**src/rtl/xor_parity_scheduler.sv**
```systemverilog
// Round-robin scheduler that time-multiplexes one shared XOR cell among four
// requesters, computing each granted word's XOR-reduction bit-serially.
module xor_gate (
  input  logic a,
  input  logic b,
  output logic y
);
  assign y = a ^ b;
endmodule

module xor_parity_scheduler #(
  parameter int N_REQ = 4,
  parameter int WIDTH = 8
) (
  input  logic                   clk,
  input  logic                   reset,
  input  logic [N_REQ-1:0]       req,
  input  logic [N_REQ*WIDTH-1:0] data,
  output logic [N_REQ-1:0]       grant,
  output logic                   busy,
  output logic                   done,
  output logic [1:0]             done_id,
  output logic                   parity
);
  localparam int CNT_W = $clog2(WIDTH);

  typedef enum logic [1:0] {IDLE, RUN, DONE} state_t;

  state_t           state;
  logic [WIDTH-1:0] shreg;
  logic             acc;
  logic             acc_next;
  logic [CNT_W-1:0] cnt;
  logic [1:0]       ptr;
  logic [1:0]       win;
  logic [1:0]       winner;
  logic [1:0]       idx;
  logic             found;

  // The only XOR in the datapath; every word bit passes through it in turn.
  xor_gate u_xor (
    .a (acc),
    .b (shreg[0]),
    .y (acc_next)
  );

  // Search from ptr upward; two-bit index arithmetic gives the modulo-4 wrap.
  always_comb begin
    winner = ptr;
    found  = 1'b0;
    idx    = '0;
    for (int k = 0; k < N_REQ; k++) begin
      idx = ptr + 2'(k);
      if (!found && req[idx]) begin
        found  = 1'b1;
        winner = idx;
      end
    end
  end

  always_ff @(posedge clk or posedge reset) begin
    if (reset) begin
      state   <= IDLE;
      shreg   <= '0;
      acc     <= 1'b0;
      cnt     <= '0;
      ptr     <= '0;
      win     <= '0;
      grant   <= '0;
      busy    <= 1'b0;
      done    <= 1'b0;
      done_id <= '0;
      parity  <= 1'b0;
    end else begin
      case (state)
        IDLE: begin
          if (found) begin
            shreg <= data[int'(winner)*WIDTH +: WIDTH];
            acc   <= 1'b0;
            cnt   <= '0;
            win   <= winner;
            grant <= N_REQ'(1) << winner;
            busy  <= 1'b1;
            state <= RUN;
          end
        end
        RUN: begin
          acc   <= acc_next;
          shreg <= shreg >> 1;
          cnt   <= cnt + CNT_W'(1);
          // Last bit: publish the final accumulator value directly.
          if (cnt == CNT_W'(WIDTH - 1)) begin
            state   <= DONE;
            done    <= 1'b1;
            parity  <= acc_next;
            done_id <= win;
          end
        end
        DONE: begin
          done  <= 1'b0;
          grant <= '0;
          busy  <= 1'b0;
          ptr   <= win + 2'd1;
          state <= IDLE;
        end
        default: state <= IDLE;
      endcase
    end
  end
endmodule

```
**config.mk**
```make
export PLATFORM = sky130hd
export DESIGN_NAME = xor_parity_scheduler
export DESIGN_NICKNAME = d
export VERILOG_FILES = /design/src/rtl/xor_parity_scheduler.sv
export SDC_FILE = /design/constraint.sdc
export NUM_CORES = 1
export LEC_CHECK = 0
export ABC_AREA = 1
export CAP_MARGIN = 20
export CORE_ASPECT_RATIO = 1.75
export CORE_UTILIZATION = 24
export CTS_CLUSTER_DIAMETER = 100
export CTS_CLUSTER_SIZE = 40
export DETAILED_ROUTE_END_ITERATION = 8
export GPL_TIMING_DRIVEN = 1
export PLACE_DENSITY = 0.49
export SETUP_SLACK_MARGIN = 0.3
export SLEW_MARGIN = 10
export SYNTH_ARGS = -nofsm -noshare
export SYNTH_HDL_FRONTEND = slang
export SYNTH_SLANG_ARGS = --single-unit
```
**constraint.sdc**
```tcl
create_clock -name clk -period 2 [get_ports clk]
set_clock_uncertainty 0.05 [all_clocks]
set_input_delay 0.6 -clock clk [delete_from_list [all_inputs] [get_ports clk]]
set_output_delay 0.6 -clock clk [all_outputs]
set_load 0.01 [all_outputs]
```
## Yosys cells after proc, flatten, opt, wreduce, memory -nomap -nowiden

Index checks and enable logic that the tools add are counted.

- Input port bits: 38
- Register bits after elaboration: 27
- Word-level logic and storage cells: 74
- Output and inout port bits: 9

- Add/sub/neg operators: 5
- Reduce and logical (&&, ||, !) cells: 16
- Order comparisons: 4
- Shifts and indexed selects: 2
- Multiplexer cells: 30
- Bitwise logic cells: 1
- Equal/unequal tests: 5

Operators with widths:

| kind | count |
|---|---|
| indexed part select 32 x 6 -> 8 bit | 1 |
| case mux 8 bit (2 select lines) | 1 |
| < comparator 2 x 3 -> 1 bit, second input constant | 4 |
| AND reduction 2 bit | 6 |
| 2-to-1 mux 1 bit | 11 |
| 2-to-1 mux 2 bit | 5 |
| binary-select mux 1 bit (select 2 bit) | 4 |
| 2-to-1 mux 8 bit | 1 |
| case mux 4 bit (2 select lines) | 1 |
| case mux 1 bit (2 select lines) | 3 |
| case mux 3 bit (2 select lines) | 1 |
| nonzero test 2 bit | 3 |
| adder 2 x 1 -> 2 bit, second input constant | 2 |
| adder 2 bit, second input constant | 2 |
| 2-to-1 mux 4 bit | 1 |
| != test 2 bit, second input constant | 2 |
| case mux 2 bit (2 select lines) | 1 |
| << shifter 1 x 2 -> 4 bit, first input constant | 1 |
| adder 3 x 1 -> 3 bit, second input constant | 1 |
| equality test 3 bit, second input constant | 1 |
| logical AND 1 bit | 3 |
| zero test 1 bit | 3 |
| 2-to-1 mux 3 bit | 1 |
| equality test 2 x 1 -> 1 bit, second input constant | 1 |
| other kinds (3) | 3 |

## Depth between registers and ports, before layout

- Depth in word-level cells: 15
- Depth in mapped cells: 18
- Gate-level depth less buffers: 17

## By module

From an unflattened synthesis, not the netlist that was laid out.

- Cell total of the unflattened synthesis: 276
- Area total of the unflattened synthesis: 1,868.0 um^2

Modules (own cells, without submodules):

| module | seq. area each (um^2) | cells each | area an instance (um^2) | instances |
|---|---|---|---|---|
| xor_parity_scheduler | 675.6 | 271 | 1,849.3 | 1 |
| xor_gate | 0.0 | 5 | 18.8 | 1 |

## Worst setup path after synthesis

Ideal clock, no wire load.

- Path kind: input -> register
- From: in req[1]
- To: reg shreg[0]
- Path buffers: 1
- Path slack: 160 ps
- Data required time: 1,834 ps
- Cell stages on the path: 13
- Arrival: 1,674 ps
- Cells stage by stage: nand2_1 nand3_1 nand2_2 nand4_4 nand2_4 nand2_4 buf_12 nand2_2 nand2_1 nand2_1 nand3_1 nand2_1 nand2_1

- Longest elaborated chain between the ends: 15
- Elaborated cells between the ends (all ways): 26
- Those cells by class: 1 x eq/ne; 1 x shift; 17 x mux; 7 x reduce/logical

Ends and longest elaborated chain:

| element | RTL line | source |
|---|---|---|
| start: declaration | 17 | `input logic [N_REQ-1:0] req,` |
| binary-select mux 1 bit (select 2 bit) | 54 | `if (!found && req[idx]) begin` |
| 2-to-1 mux 1 bit (not written as such) | 54 |  |
| 2-to-1 mux 1 bit | 54 |  |
| zero test 1 bit | 54 |  |
| logical AND 1 bit | 54 |  |
| 2-to-1 mux 1 bit | 54 |  |
| zero test 1 bit | 54 |  |
| logical AND 1 bit | 54 |  |
| 2-to-1 mux 1 bit | 54 |  |
| zero test 1 bit | 54 |  |
| logical AND 1 bit | 54 |  |
| 2-to-1 mux 2 bit | 54 |  |
| indexed part select 32 x 6 -> 8 bit | 78 | `shreg <= data[int'(winner)*WIDTH +: WIDTH];` |
| 2-to-1 mux 8 bit | 77 | `if (found) begin` |
| case mux 8 bit (2 select lines) | 75 | `case (state)` |
| end signal: assignment | 78 |  |
| end signal: assignment | 89 | `shreg <= shreg >> 1;` |
| end: declaration | 30 | `logic [WIDTH-1:0] shreg;` |

Several ways; a longest one is shown, not always the timed one. The select of a mux whose other input is x is not followed.
A chain may end at the register's enable or synchronous reset.

## Worst setup path after layout

- From: reg ptr[0]
- To: reg shreg[1]

- Longest elaborated chain between the ends: 15
- Elaborated cells between the ends (all ways): 29
- Those cells by class: 3 x add/sub; 1 x eq/ne; 1 x shift; 17 x mux; 7 x reduce/logical

Ends and longest elaborated chain:

| element | RTL line | source |
|---|---|---|
| start: declaration | 34 | `logic [1:0] ptr;` |
| start signal: assignment | 103 | `ptr <= win + 2'd1;` |
| branches (longest 15 deep; another with adder 2 x 1 -> 2 bit) | -- |  |

Parallel ways; which one is timed is not known. The select of a mux whose other input is x is not followed.

==> flow_metrics.tcl <==
set metrics [dict create \
    grt_overflow 0 \
    status "complete, but fails checks" \
    grt_use_met1_pct 13.62 \
    dpl.cell_count 425 \
    use_met2_pct 27.37 \
    worstPathMaxFanout 7 \
    cp.required_ps 2100 \
    dp_hpwl_mm 4.131 \
    pin_count 47 \
    cts.path.max_buffers 2 \
    p_leak_uw 0.001553 \
    tritoncts "done" \
    antenna_found_initial 0 \
    fp-row-count 42 \
    rsz0062_at_grt "yes" \
    nNetsFinal 399 \
    htreeDepth 1 \
    combinationalPowerShare_pct 73.7 \
    clock_sink_count 27 \
    grt_pass1_vias 1983 \
    fmax_mhz 486.3 \
    drt-vias-per-instance 4.592 \
    synth_simple_gate_area_share_pct 47.85 \
    cts_made_buffers 3 \
    hold_viol_final 0 \
    synth_mux_area_share_pct 0 \
    timing.slew.headroom_pct 76.23 \
    die_h_um 119.6 \
    drt-total-wl_mm 5.962 \
    critical_path_arrival_ps 2160 \
    num_vias 2048 \
    syn_avg_cell_area_um2 6.918 \
    drt-initial-drc-count 54 \
    gp_congestion 0.7769 \
    final_layout_size_suffix_gt1_share_pct 38.27 \
    p_sw_share_pct 47.87 \
    end_kind "register" \
    gr-max-usage-layer "met2" \
    synth_nets 314 \
    final_util_pct 42.23 \
    hold_buffers 0 \
    worstSetupPathType "reg2reg" \
    grt_pass1_wl_mm 8.990 \
    synth_top_family_by_area "simple AND/OR/NAND/NOR gates" \
    diodes 0 \
    syn_area_um2 1896 \
    netlist_instances 274 \
    synth_xor_area_share_pct 0.9241 \
    maxSlewViolCount 0 \
    final_cell_mix "nand2_1, clkdlybuf4s50_1, nand2_2" \
    io_buffers 46 \
    grt_max_degree 28 \
    routedWlPerCell_um 13.37 \
    syn2layout_area_growth_pct 69.77 \
    ys_warn_count 0 \
    finalCriticalPeriod_ps 2056 \
    drcViolationCount 0 \
    track_usage_pct 13.56 \
    yosysSeqAreaShare_pct 35.64 \
    die-area_um2 8272 \
    finalSetupViolations 8 \
    postLayoutSetupSlackWorst_ps -56.36 \
    root_buffer "clkbuf_16" \
    tightest_slew_ps 356.6 \
    seqPwrFrac_pct 17.9 \
    maxCapViolations 0 \
    p_int_uw 2840 \
    p_sw_uw 2608 \
    layout_commonest_cell "nand2_1" \
    ys_types 28 \
    ir_drop_mv 0.4923 \
    start_kind "register" \
    violations "negative setup slack" \
    synthAdderAreaFrac_pct 1.320 \
    path_clk_slew_ps 70 \
    hp-class "reg2reg" \
    drtPass1Iterations 4 \
    ant_nets 0 \
    die_w_um 69.18 \
    clock_latency_ps 260 \
    dp_slack_ps -633.3 \
    layout.cells.non_filler 446 \
    grt.met3_usage_pct 1.175 \
    synth_compound_area_share_pct 6.205 \
    core_area_um2 7620 \
    p_clk_share_pct 8.4 \
    ys_seq_elements 27 \
    start_util_pct 24.88 \
    p_per_area_nw_per_um2 1693 \
    finalCritPeriodShare_pct 102.8 \
]
==> cells by family (layout without fill, tap and decap cells) <==
kind of cell               after synthesis  after routing
and+or+nand+nor                        199            201
xor gates and xnor gates                 2              2
adders and majority gates                2              2
AOI/OAI and AO/OA                       17             18
DFF                                     27             27
buffers and inverters                   27            108
==> power groups by stage <==
stage	Combinational, uW	Sequential, uW	Clock [uW]
2_1_floorplan	2090	955	0
3_3_place_gp	3020	961	0
3_5_place_dp	3040	967	0
4_1_cts	3200	963	466
5_1_grt	4390	1000	494
6_report	4020	975	457
==> synthesized netlist by cell type (all sizes together) <==
master	instances	share of area (%)
ha	2	1.3
nand3	36	9.8
inv	16	3.3
o21ai	9	2.6
o31ai	4	1.6
nand2	141	31
clkbuf	1	0.20
a21oi	2	1.1
a22o	2	0.92
nor2	20	4.6
xnor2	2	0.92
nand4	2	2.2
dfrtp	27	36
clkinv	1	0.20
buf	9	4.4
==> path summary, 6_finish.rpt <==
kind	from	to	slack, ps	cells after the start
setup / recovery	ptr[0]$_DFFE_PP0P_	shreg[1]$_DFFE_PP0P_	-60	16
hold / removal	done$_DFFE_PP0P_	done$_DFFE_PP0P_	420	2
setup reg to reg	ptr[0]$_DFFE_PP0P_	shreg[1]$_DFFE_PP0P_	-60	16
hold reg to reg	done$_DFFE_PP0P_	done$_DFFE_PP0P_	420	2
max in group asynchronous	reset	ptr[1]$_DFFE_PP0P_	960	3
min in group asynchronous	reset	parity$_DFFE_PP0P_	640	3
==> state kept, by name, indices dropped and copies added, names as in the netlist <==
name     count
ptr          2
acc          1
done_id      2
busy         1
parity       1
cnt          3
grant        4
done         1
state        2
win          2
shreg        8
==> critical path: stages, from the launching register on <==
cell	delay (ps)
dfrtp_2	470
buf_8	170
buf_6	110
nand2_1	50
nand2_1	50
nand2_1	80
nand2_2	70
buf_6	120
nand4_4	90
nand2_8	110
clkbuf_16	180
nand3_2	50
nand2_1	60
nand2_2	60
nand3_2	80
nand2_1	80
nand2_1	50
==> stage by stage <==
step                      TNS (ps)  hold WS, ps  power [uW]  instance area, um2
after detailed placement    -10620        411.7        4003                2663
final                       -256.0        419.4        5447                3218
after global routing         -1767        453.0        5889                3218
after floorplan                  0        392.6        3044                1967
after CTS                   -212.7        424.2        4633                2814
after global placement      -10180        410.6        3984                2663
==> what timing repair did <==
action | in CTS | in global routing
gates cloned | 3 | 7
resized for setup | 31 | 69
pin swaps | 4 | 31
setup endpoints to repair | 29 | 20
buffers inserted | 1 | 6
==> area by class of cell <==
type                            count  area, um2
Clock buffer                        3      75.07
Tap cell                           88      110.1
Timing Repair inverter              2      12.51
Clock inverter                      1      5.005
Inverter                           17      83.83
Timing Repair Buffer               85      848.3
Sequential cell                    27      678.2
Fill cell                         799       4402
Multi-Input combinational cell    223       1405
==> layer usage <==
metal,vias to the layer above,wire length (um)
met4,0,150
met2,33,3449
li1,1042,-
met5,-,0
met3,10,100
met1,963,2262
Note: power is estimated with default switching activity, not from simulation.
==> RTL change: new RTL, config.mk and constraints unchanged <==
`WIDTH`: 8 -> 16.
--- a/src/rtl/xor_parity_scheduler.sv
+++ b/src/rtl/xor_parity_scheduler.sv
@@ -12,3 +12,3 @@
   parameter int N_REQ = 4,
-  parameter int WIDTH = 8
+  parameter int WIDTH = 16
 ) (
Interface: changed (resized data); port bits go from 47 to 79. The function was not compared with the original's and may differ.
==> RTL change against the unedited design <==
The run still ends with setup timing left; count of clock-buffer cells in the layout increased by 3; maximum frequency increased by 1.6%; sequential cell count increased by 9; utilization increased by 0.97 points; clock power increased by 60%; worst setup slack improved by 32 ps; cell area increased by 43%; routed wire length increased by 49%; total power increased by 23%; sequential share of layout area decreased by 1.4 points; synthesized area increased by 38%; critical endpoint is now grant[3]$_DFFE_PP0P_; sequential power increased by 27%.
==> RTL change: results (changes against the unedited design) <==
Worst Path Arrival 2140 ps (-20 ps); top post-synthesis cells by area dfrtp_1 34%, nand2_1 31%, nand3_1 9.6%; drt drc 0 (unchanged); Area after DPL 3740 um^2 (+40%); H-tree Lvls 2 (+1); clk_lat worst skew 280 ps (+20 ps); total global-route track usage 0.162 (+0.0262); share of cells above drive strength 1 0.282 (-0.101); CP max FO 8 (+1); DP Wirelength 5.69 mm (+38%); status finished with violations; top flop regs shreg x16, cnt x4, grant x4; Final Non-Filler Cells 666 (+49%); sequential share of the synthesized area 0.344 (-0.0124); Initial DRC Count 91 (+69%); P_leak 0.00234 uW (+51%); First-pass DRT Iterations 4 (unchanged); worst setup margin -23.9 ps (+32.5 ps); ANT cells 0 (unchanged); Worst IR Drop VDD 0.636 mV (+29%); nets 607 (+52%); total CTS buffers 5 (+2); first-pass GRT wire length 14.2 mm (+58%); Cell variety after synth 28 (unchanged); slowest stage cell, crit path dfrtp_2; # fillers 1,107 (+39%); Slowest Stage Delay on Critical Path 450 ps (-20 ps); failing checks setup timing; vias 2,979 (+45%); Post-synth ARST share 1.00 (unchanged); Slew @ Worst Pin 320 ps (-37.0 ps); synth cell count leaders 217 x nand2_1, 50 x nand3_1, 39 x inv_1; port bufs 78 (+70%); Sw Ratio 0.460 (-0.0184); largest net degree at the start of global routing 37 (+32%); initial antenna violation count 0 (unchanged); Setup Viol. Count Final 6 (-2); DP Cell Count 632 (+49%); root buffer cell clkbuf_16; RD Place Congestion 0.855 (+10%); Syn. warnings 0 (unchanged); CTS max path bufs 2 (unchanged); syn_nets 489 (+56%); Hold Crit Class flip-flop to flip-flop; Avg WL per Cell 13.4 um (about the same); Clk pin slew, worst setup/hold paths 50 ps (-20 ps); Avg Inst Size Synth 6.26 um^2 (-9.4%)
==> RTL change: final cells by class <==
class	instances	share of cell area
multi-input combinational	323	0.402
clock inverter	1	0.00109
inverter	44	0.0392
tap	130	0.0354
timing repair buffer	126	0.298
sequential	36	0.197
clock buffer	6	0.0281
==> RTL change: final timing paths <==
| kind | start | to | slack [ps] | depth (start not counted) |
|---|---|---|---|---|
| min in group asynchronous | reset | parity$_DFFE_PP0P_ | 640 | 3 |
| worst min register to register | done_id[0]$_DFFE_PP0P_ | done_id[0]$_DFFE_PP0P_ | 410 | 2 |
| worst max register to register | ptr[0]$_DFFE_PP0P_ | grant[3]$_DFFE_PP0P_ | -20 | 14 |
| worst min-delay path | done_id[0]$_DFFE_PP0P_ | done_id[0]$_DFFE_PP0P_ | 410 | 2 |
| worst max-delay path | ptr[0]$_DFFE_PP0P_ | grant[3]$_DFFE_PP0P_ | -20 | 14 |
| max in group asynchronous | reset | ptr[1]$_DFFE_PP0P_ | 1050 | 3 |
==> RTL change: power by group through the flow <==
stage | Combinational [uW] | Clock, uW | Sequential (uW)
2_1_floorplan | 2470 | 0 | 1220
3_3_place_gp | 3360 | 0 | 1230
3_5_place_dp | 3390 | 0 | 1240
4_1_cts | 4380 | 749 | 1230
5_1_grt | 5240 | 772 | 1280
6_report | 4720 | 730 | 1240
==> RTL change: layer usage <==
layer | vias to the layer above | share of wire | global-route usage
li1 | 1540 | - | -
met1 | 1374 | 0.39 | 0.181
met2 | 58 | 0.58 | 0.313
met3 | 7 | 0.025 | 0.0156
met4 | 0 | 0.012 | 0.0385
met5 | - | 0 | 0
==> RTL change: critical path, delay by kind of cell, from the launching register on <==
kind	cells	cell delay [ps]
simple gates	9	760
buf+inv	5	630
flops	1	450
==> RTL change: through the flow <==
step	setup TNS (ps)	worst slack (ps)	hold WS, ps	util
final	-65.3	-23.9	414	0.432
after global routing	-2610	-146	447	0.432
after CTS	-32.0	-7.94	421	0.412
after detailed placement	-15270	-634	411	0.351
after global placement	-13860	-577	404	0.351
after floorplan	0	218	399	-
==> RTL change: cell families after synthesis <==
logic type / share of synthesized area
and+or+nand+nor: 0.476
DFF: 0.344
xor gates and xnor gates: 0.00669
AOI/OAI and AO/OA: 0.0578
buffers and inverters: 0.111
adders and majority gates: 0.00478
==> RTL change: repair_timing <==
action	CTS	global route
cloned	7	1
endpoints found under the setup margin	38	29
pin swaps	27	40
resized for setup	76	51
hold buffers	0	0
hold endpoints to repair	0	0
buffers inserted	14	5
